$ cat src/rtl/mining_job_scheduler.sv
// -----------------------------------------------------------------------------
// mining_job_scheduler
//
// Purpose:
//   Sequences block-header jobs between a UART receive path, a hashing core
//   and a UART transmit path. A header received while the core is idle is
//   loaded and started at once. A header received while a job is running
//   aborts that job, waits for the core to go quiet and restarts with the new
//   header. Results (found nonce or range exhausted) are presented to the
//   transmitter with a level request that is held until acknowledged.
//   A single pending slot buffers the newest header that could not be
//   loaded immediately.
//
// Ports:
//   clock, reset      single clock, synchronous active-high reset
//   hdr_valid/data    one-cycle header pulse from the receive path
//   miner_header      registered header presented to the hashing core
//   miner_start       one-cycle start pulse to the core
//   miner_abort       one-cycle cancel pulse to the core
//   miner_busy        core is hashing (level)
//   miner_found       core found a nonce (pulse), nonce on miner_nonce
//   miner_done        core exhausted its range without a find (pulse)
//   tx_req            level request to the transmitter
//   tx_data/tx_found  result word and its kind, stable while tx_req=1
//   tx_ack            transmitter accepted the result (pulse)
//   state             current FSM encoding, for the display
//   jobs_done         number of acknowledged reports, wraps at 2^16
// -----------------------------------------------------------------------------
module mining_job_scheduler #(
  parameter int HDR_W   = 640,
  parameter int NONCE_W = 32
) (
  input  logic               clock,
  input  logic               reset,
  input  logic               hdr_valid,
  input  logic [HDR_W-1:0]   hdr_data,
  output logic [HDR_W-1:0]   miner_header,
  output logic               miner_start,
  output logic               miner_abort,
  input  logic               miner_busy,
  input  logic               miner_found,
  input  logic               miner_done,
  input  logic [NONCE_W-1:0] miner_nonce,
  output logic               tx_req,
  output logic [NONCE_W-1:0] tx_data,
  output logic               tx_found,
  input  logic               tx_ack,
  output logic [2:0]         state,
  output logic [15:0]        jobs_done
);

  typedef enum logic [2:0] {
    ST_IDLE   = 3'd0,
    ST_LOAD   = 3'd1,
    ST_RUN    = 3'd2,
    ST_REPORT = 3'd3,
    ST_ABORT  = 3'd4
  } state_t;

  state_t               state_q,      state_d;
  logic [HDR_W-1:0]     header_q,     header_d;
  logic [HDR_W-1:0]     pend_hdr_q,   pend_hdr_d;
  logic                 pend_valid_q, pend_valid_d;
  logic [NONCE_W-1:0]   tx_data_q,    tx_data_d;
  logic                 tx_found_q,   tx_found_d;
  logic [15:0]          jobs_q,       jobs_d;
  logic                 start_q,      start_d;
  logic                 abort_q,      abort_d;
  logic                 tx_req_q,     tx_req_d;

  // Set when the incoming header is consumed directly into miner_header,
  // so it must not also land in the pending slot.
  logic                 hdr_taken;

  // ---------------------------------------------------------------------------
  // Next-state and datapath logic
  // ---------------------------------------------------------------------------
  always_comb begin
    state_d      = state_q;
    header_d     = header_q;
    pend_hdr_d   = pend_hdr_q;
    pend_valid_d = pend_valid_q;
    tx_data_d    = tx_data_q;
    tx_found_d   = tx_found_q;
    jobs_d       = jobs_q;
    abort_d      = 1'b0;
    hdr_taken    = 1'b0;

    case (state_q)
      ST_IDLE: begin
        if (hdr_valid) begin
          header_d  = hdr_data;
          hdr_taken = 1'b1;
          state_d   = ST_LOAD;
        end
      end

      ST_LOAD: begin
        // The start pulse is emitted while in this state; always move on.
        state_d = ST_RUN;
      end

      ST_RUN: begin
        // A result beats a new header: the header is kept as pending and the
        // finished job is reported instead of being aborted.
        if (miner_found) begin
          tx_data_d  = miner_nonce;
          tx_found_d = 1'b1;
          state_d    = ST_REPORT;
        end else if (miner_done) begin
          tx_data_d  = {NONCE_W{1'b1}};
          tx_found_d = 1'b0;
          state_d    = ST_REPORT;
        end else if (hdr_valid) begin
          abort_d = 1'b1;
          state_d = ST_ABORT;
        end
      end

      ST_ABORT: begin
        // Wait for the core to stop hashing before handing it the new job.
        if (!miner_busy) begin
          header_d     = pend_hdr_q;
          pend_valid_d = 1'b0;
          state_d      = ST_LOAD;
        end
      end

      ST_REPORT: begin
        if (tx_ack) begin
          jobs_d = jobs_q + 16'd1;
          if (hdr_valid) begin
            // A header arriving with the ack is the newest one; it supersedes
            // anything still pending.
            header_d     = hdr_data;
            hdr_taken    = 1'b1;
            pend_valid_d = 1'b0;
            state_d      = ST_LOAD;
          end else if (pend_valid_q) begin
            header_d     = pend_hdr_q;
            pend_valid_d = 1'b0;
            state_d      = ST_LOAD;
          end else begin
            state_d = ST_IDLE;
          end
        end
      end

      default: begin
        state_d = ST_IDLE;
      end
    endcase

    // One-deep pending buffer: the newest header always overwrites.
    if (hdr_valid && !hdr_taken) begin
      pend_hdr_d   = hdr_data;
      pend_valid_d = 1'b1;
    end

    // Pulses and the request level are registered from the next state so
    // they line up with the state they belong to.
    start_d  = (state_d == ST_LOAD);
    tx_req_d = (state_d == ST_REPORT);
  end

  // ---------------------------------------------------------------------------
  // State registers
  // ---------------------------------------------------------------------------
  always_ff @(posedge clock) begin
    if (reset) begin
      state_q      <= ST_IDLE;
      header_q     <= '0;
      pend_hdr_q   <= '0;
      pend_valid_q <= 1'b0;
      tx_data_q    <= '0;
      tx_found_q   <= 1'b0;
      jobs_q       <= '0;
      start_q      <= 1'b0;
      abort_q      <= 1'b0;
      tx_req_q     <= 1'b0;
    end else begin
      state_q      <= state_d;
      header_q     <= header_d;
      pend_hdr_q   <= pend_hdr_d;
      pend_valid_q <= pend_valid_d;
      tx_data_q    <= tx_data_d;
      tx_found_q   <= tx_found_d;
      jobs_q       <= jobs_d;
      start_q      <= start_d;
      abort_q      <= abort_d;
      tx_req_q     <= tx_req_d;
    end
  end

  assign miner_header = header_q;
  assign miner_start  = start_q;
  assign miner_abort  = abort_q;
  assign tx_req       = tx_req_q;
  assign tx_data      = tx_data_q;
  assign tx_found     = tx_found_q;
  assign state        = state_q;
  assign jobs_done    = jobs_q;

endmodule

$ cat config.mk
export PLATFORM = sky130hd
export DESIGN_NAME = mining_job_scheduler
export DESIGN_NICKNAME = d
export VERILOG_FILES = /design/src/rtl/mining_job_scheduler.sv
export SDC_FILE = /design/constraint.sdc
export NUM_CORES = 2
export LEC_CHECK = 0
export CAP_MARGIN = 40
export CELL_PAD_IN_SITES_DETAIL_PLACEMENT = 0
export CELL_PAD_IN_SITES_GLOBAL_PLACEMENT = 1
export CORE_AREA = 4 4 541 543
export CTS_BUF_LIST = sky130_fd_sc_hd__clkbuf_16
export CTS_CLUSTER_SIZE = 25
export DETAILED_ROUTE_END_ITERATION = 10
export DIE_AREA = 0 0 545 547
export PLACE_DENSITY = 0.56
export SETUP_SLACK_MARGIN = 0.05
export SLEW_MARGIN = 10
export SYNTH_ARGS = -nofsm -noshare
export SYNTH_HDL_FRONTEND = slang
export SYNTH_SLANG_ARGS = --single-unit
$ cat constraint.sdc
create_clock -name clock -period 2.85 [get_ports clock]
set_input_delay 0.57 -clock clock [delete_from_list [all_inputs] [get_ports clock]]
set_output_delay 0.57 -clock clock [all_outputs]
set_load 0.02 [all_outputs]
==> qor.csv <==
metric;value;unit
crit_chain;or3b_4 > buf_12 > buf_4 > and3_1 > a2111oi_0 > a211oi_1;
grt_max_degree;150;
hold_class;in -> reg;
syn_to_final_growth;42.9;%
drtIter0Drc;3863;
tritoncts;built;
cts.path.max_buffers;4;
p_total;0.0605;W
gp_congestion;0.841;
slew_violations;0;
yosysMostFrequentCell;dfxtp_1;
final_antenna_net_count;0;
critical_path.max_fanout;56;
finalWirelength;295000;um
clock_sinks;1336;
grt_usage;18.7;%
ys_async_sr_fraction;0;%
netlist_instances;6676;
yosysUniqueCellTypes;42;
holdPathEnd;pend_hdr_q[486];
r2r_slack;0.07;ns
seqCellArea;0.0267;mm2
final_core_util;29.2;%
syn_avg_cell_area;8.79;um2
grt_setup_unrepaired;no;
synth.top_cells.by_count;dfxtp_1 (1336), nand2_1 (1287), a211oi_1 (644);
worst_ep_required_time;3.49;ns
fin_crit_sh;97.5;%
layout_min_cycle_time;2.78;ns
synth_top_area_share;45.6;%
rows;197;
dieArea;0.298;mm2
grt_pass1_vias;55978;
clkPwrFrac;35.3;%
worst-path-buf-inv;2;
hold_viol;0;
syn-num-nets;7356;
peakVddDrop;0.377;mV
cp-start-kind;flop;
die_x;545;um
path_clk_slew;0.06;ns
antenna_found_initial;86;
reg2reg_depth;6;
setup_viol;0;
synthAdderAreaFrac;0.0213;%
timing.rr.end;miner_header[232];
synthFlopType;dfxtp_1;
yosysWarnings;0;
worst_path_max_delay_cell;a2111oi_0;
fmax;0.360;GHz
synth_edf_count;0;
power.internal;0.0406;W
p_comb_share;26.7;%
p_seq_share;38.0;%
endpoint_kind;flop;
dp_hpwl;211000;um
synth_compound_area_share;18.6;%
yosys-top-cells-area;dfxtp_1 (46%), mux2i_1 (11%), a2111oi_0 (9.6%);
num_vias;56111;
sw_frac_of_total;33.0;%
yosys.area_share.simple;15.6;%
worst_pin_slew;1.05;ns
port_buffers;1373;
via_per_inst;4.74;
multiInputGateArea;0.0267;mm2
yosysSeqAreaShare;45.6;%
worstHoldStart;hdr_data[486];
status;finished clean;
start_util;20.4;%
leakage;30.7;nW
nNetsFinal;8566;
core;0.288;mm2
maxCapViolations;0;
power_density;722;mW/mm2
drc;0;
holdPathStages;3;
synth_mux_area_share;10.9;%
cts-root-buf;clkbuf_16;
ys_seq_elements;1336;
synth_xor_area_share;0.134;%
yosysTopAreaCell;dfxtp_1;
power_switching;0.0200;W
finalWorstSetupSlack;0.0721;ns
cts_buffers;174;
insertion_delay;0.83;ns
overflow;0;
io_pins;1374;
synth_top_family_by_area;compound AO/OA/AOI/OAI gates;
cp.arrival;3.42;ns
routedWlPerCell;24.9;um
cp_top_family;compound AO/OA/AOI/OAI gates;
slew_headroom;30.1;%
path_class;reg -> reg;
grt_pass1_wl;419000;um
cts_max_level;4;
worst_path_largest_cell_delay;0.68;ns
reg2reg_from;state[1];
syn_area;0.0587;mm2
dr.pass1.iters;6;
finClkSkew;0.0330;ns
dp_worst_setup_slack;-0.512;ns
die_y;547;um
startpoint;state[1];
fillers;29921;
drive_above_1_share;7.94;%
## layer usage
metal / vias to the layer above / share of wire [%] / global-route usage, % / wire (um)
met3: 435 / 7.6 / 5.32 / 22600
met1: 27596 / 44 / 24.1 / 129000
met4: 42 / 3.5 / 6.69 / 10400
met5: - / 0.11 / 0 / 315
met2: 1822 / 45 / 29.7 / 133000
li1: 26216 / - / - / -
## power by group through the flow
| stage | Clock (W) | Combinational [W] | Sequential [W] |
|---|---|---|---|
| 5_1_grt | 0.0227 | 0.0173 | 0.0232 |
| 2_1_floorplan | 0 | 0.00597 | 0.0246 |
| 4_1_cts | 0.0221 | 0.0163 | 0.0230 |
| 3_5_place_dp | 0 | 0.0162 | 0.0233 |
| 6_report | 0.0214 | 0.0162 | 0.0230 |
| 3_3_place_gp | 0 | 0.0161 | 0.0233 |
## stage by stage
stage | hold slack (ns) | TNS [ns] | instances | instance area [um2]
after floorplan | 0.433 | 0 | 6676 | 58700
after global placement | 0.439 | -211.92 | 11461 | 78200
after detailed placement | 0.440 | -241.80 | 11487 | 78300
after CTS | 0.200 | 0 | 11792 | 83700
after global routing | 0.255 | 0 | 11820 | 83800
final | 0.305 | 0 | 11836 | 83900
## cells in the final DEF, fill, tap and decap left out, drive strengths merged, types with 5 or more instances in the layout
master            n
clkdlybuf4s50  1370
dfxtp          1336
nand2          1288
inv             695
a211oi          644
and3            641
mux2i           641
a2111oi         641
buf             386
clkbuf          175
clkinv           60
diode            42
o221a            32
nor2             15
bufinv           13
a21oi             9
nand3             7
nand4             5
xor2              5
## kinds of logic (layout without fill, tap and decap cells)
kind of cell               count (synthesis)  in the layout
and+or+nand+nor                         1984           1984
buffers and inverters                   1370           2707
DFF                                     1336           1336
AOI/OAI and AO/OA                       1334           1334
muxes                                    642            642
xor gates and xnor gates                   9              9
adders and majority gates                  1              1
other                                      0             42
## how the worst max path moves through the flow
stage / cells past startpoint / end / slack, ns
after detailed placement: 8 / miner_header[204] / -0.51
final: 6 / miner_header[232] / 0.07
after global placement: 9 / miner_header[262] / -0.73
after CTS: 1 / miner_header[125] / 0.08
after global routing: 6 / miner_header[95] / 0.05
after floorplan: 8 / miner_header[0] / 0.75
## worst register-to-register path, stage by stage (launching register included)
cell and delay (ns):
dfxtp_2 0.37, or3b_4 0.47, buf_12 0.20, buf_4 0.49
and3_1 0.28, a2111oi_0 0.68, a211oi_1 0.11
## registers in the layout, summed over array words and instances (netlist names)
register	cells
miner_start	1
state	3
miner_header	640
pend_hdr_q	640
tx_data	32
tx_req	1
miner_abort	1
tx_found	1
pend_valid_q	1
jobs_done	16
## final cells by class
| type | instances | share of cell area (%) |
|---|---|---|
| clock buffer | 175 | 5.22 |
| timing repair buffer | 1761 | 21.3 |
| clock inverter | 128 | 1.13 |
| sequential | 1336 | 31.9 |
| multi-input combinational | 3970 | 31.8 |
| antenna | 42 | 0.125 |
| inverter | 643 | 2.89 |
| tap | 3781 | 5.64 |
## what timing repair did
action,CTS,global route
hold buffers,1,0
hold endpoints to repair,1,0
setup buffers,0,0
resized for setup,18,23
setup endpoints to repair,333,47
gates cloned,1,0
(Power assumes the default switching activity.)
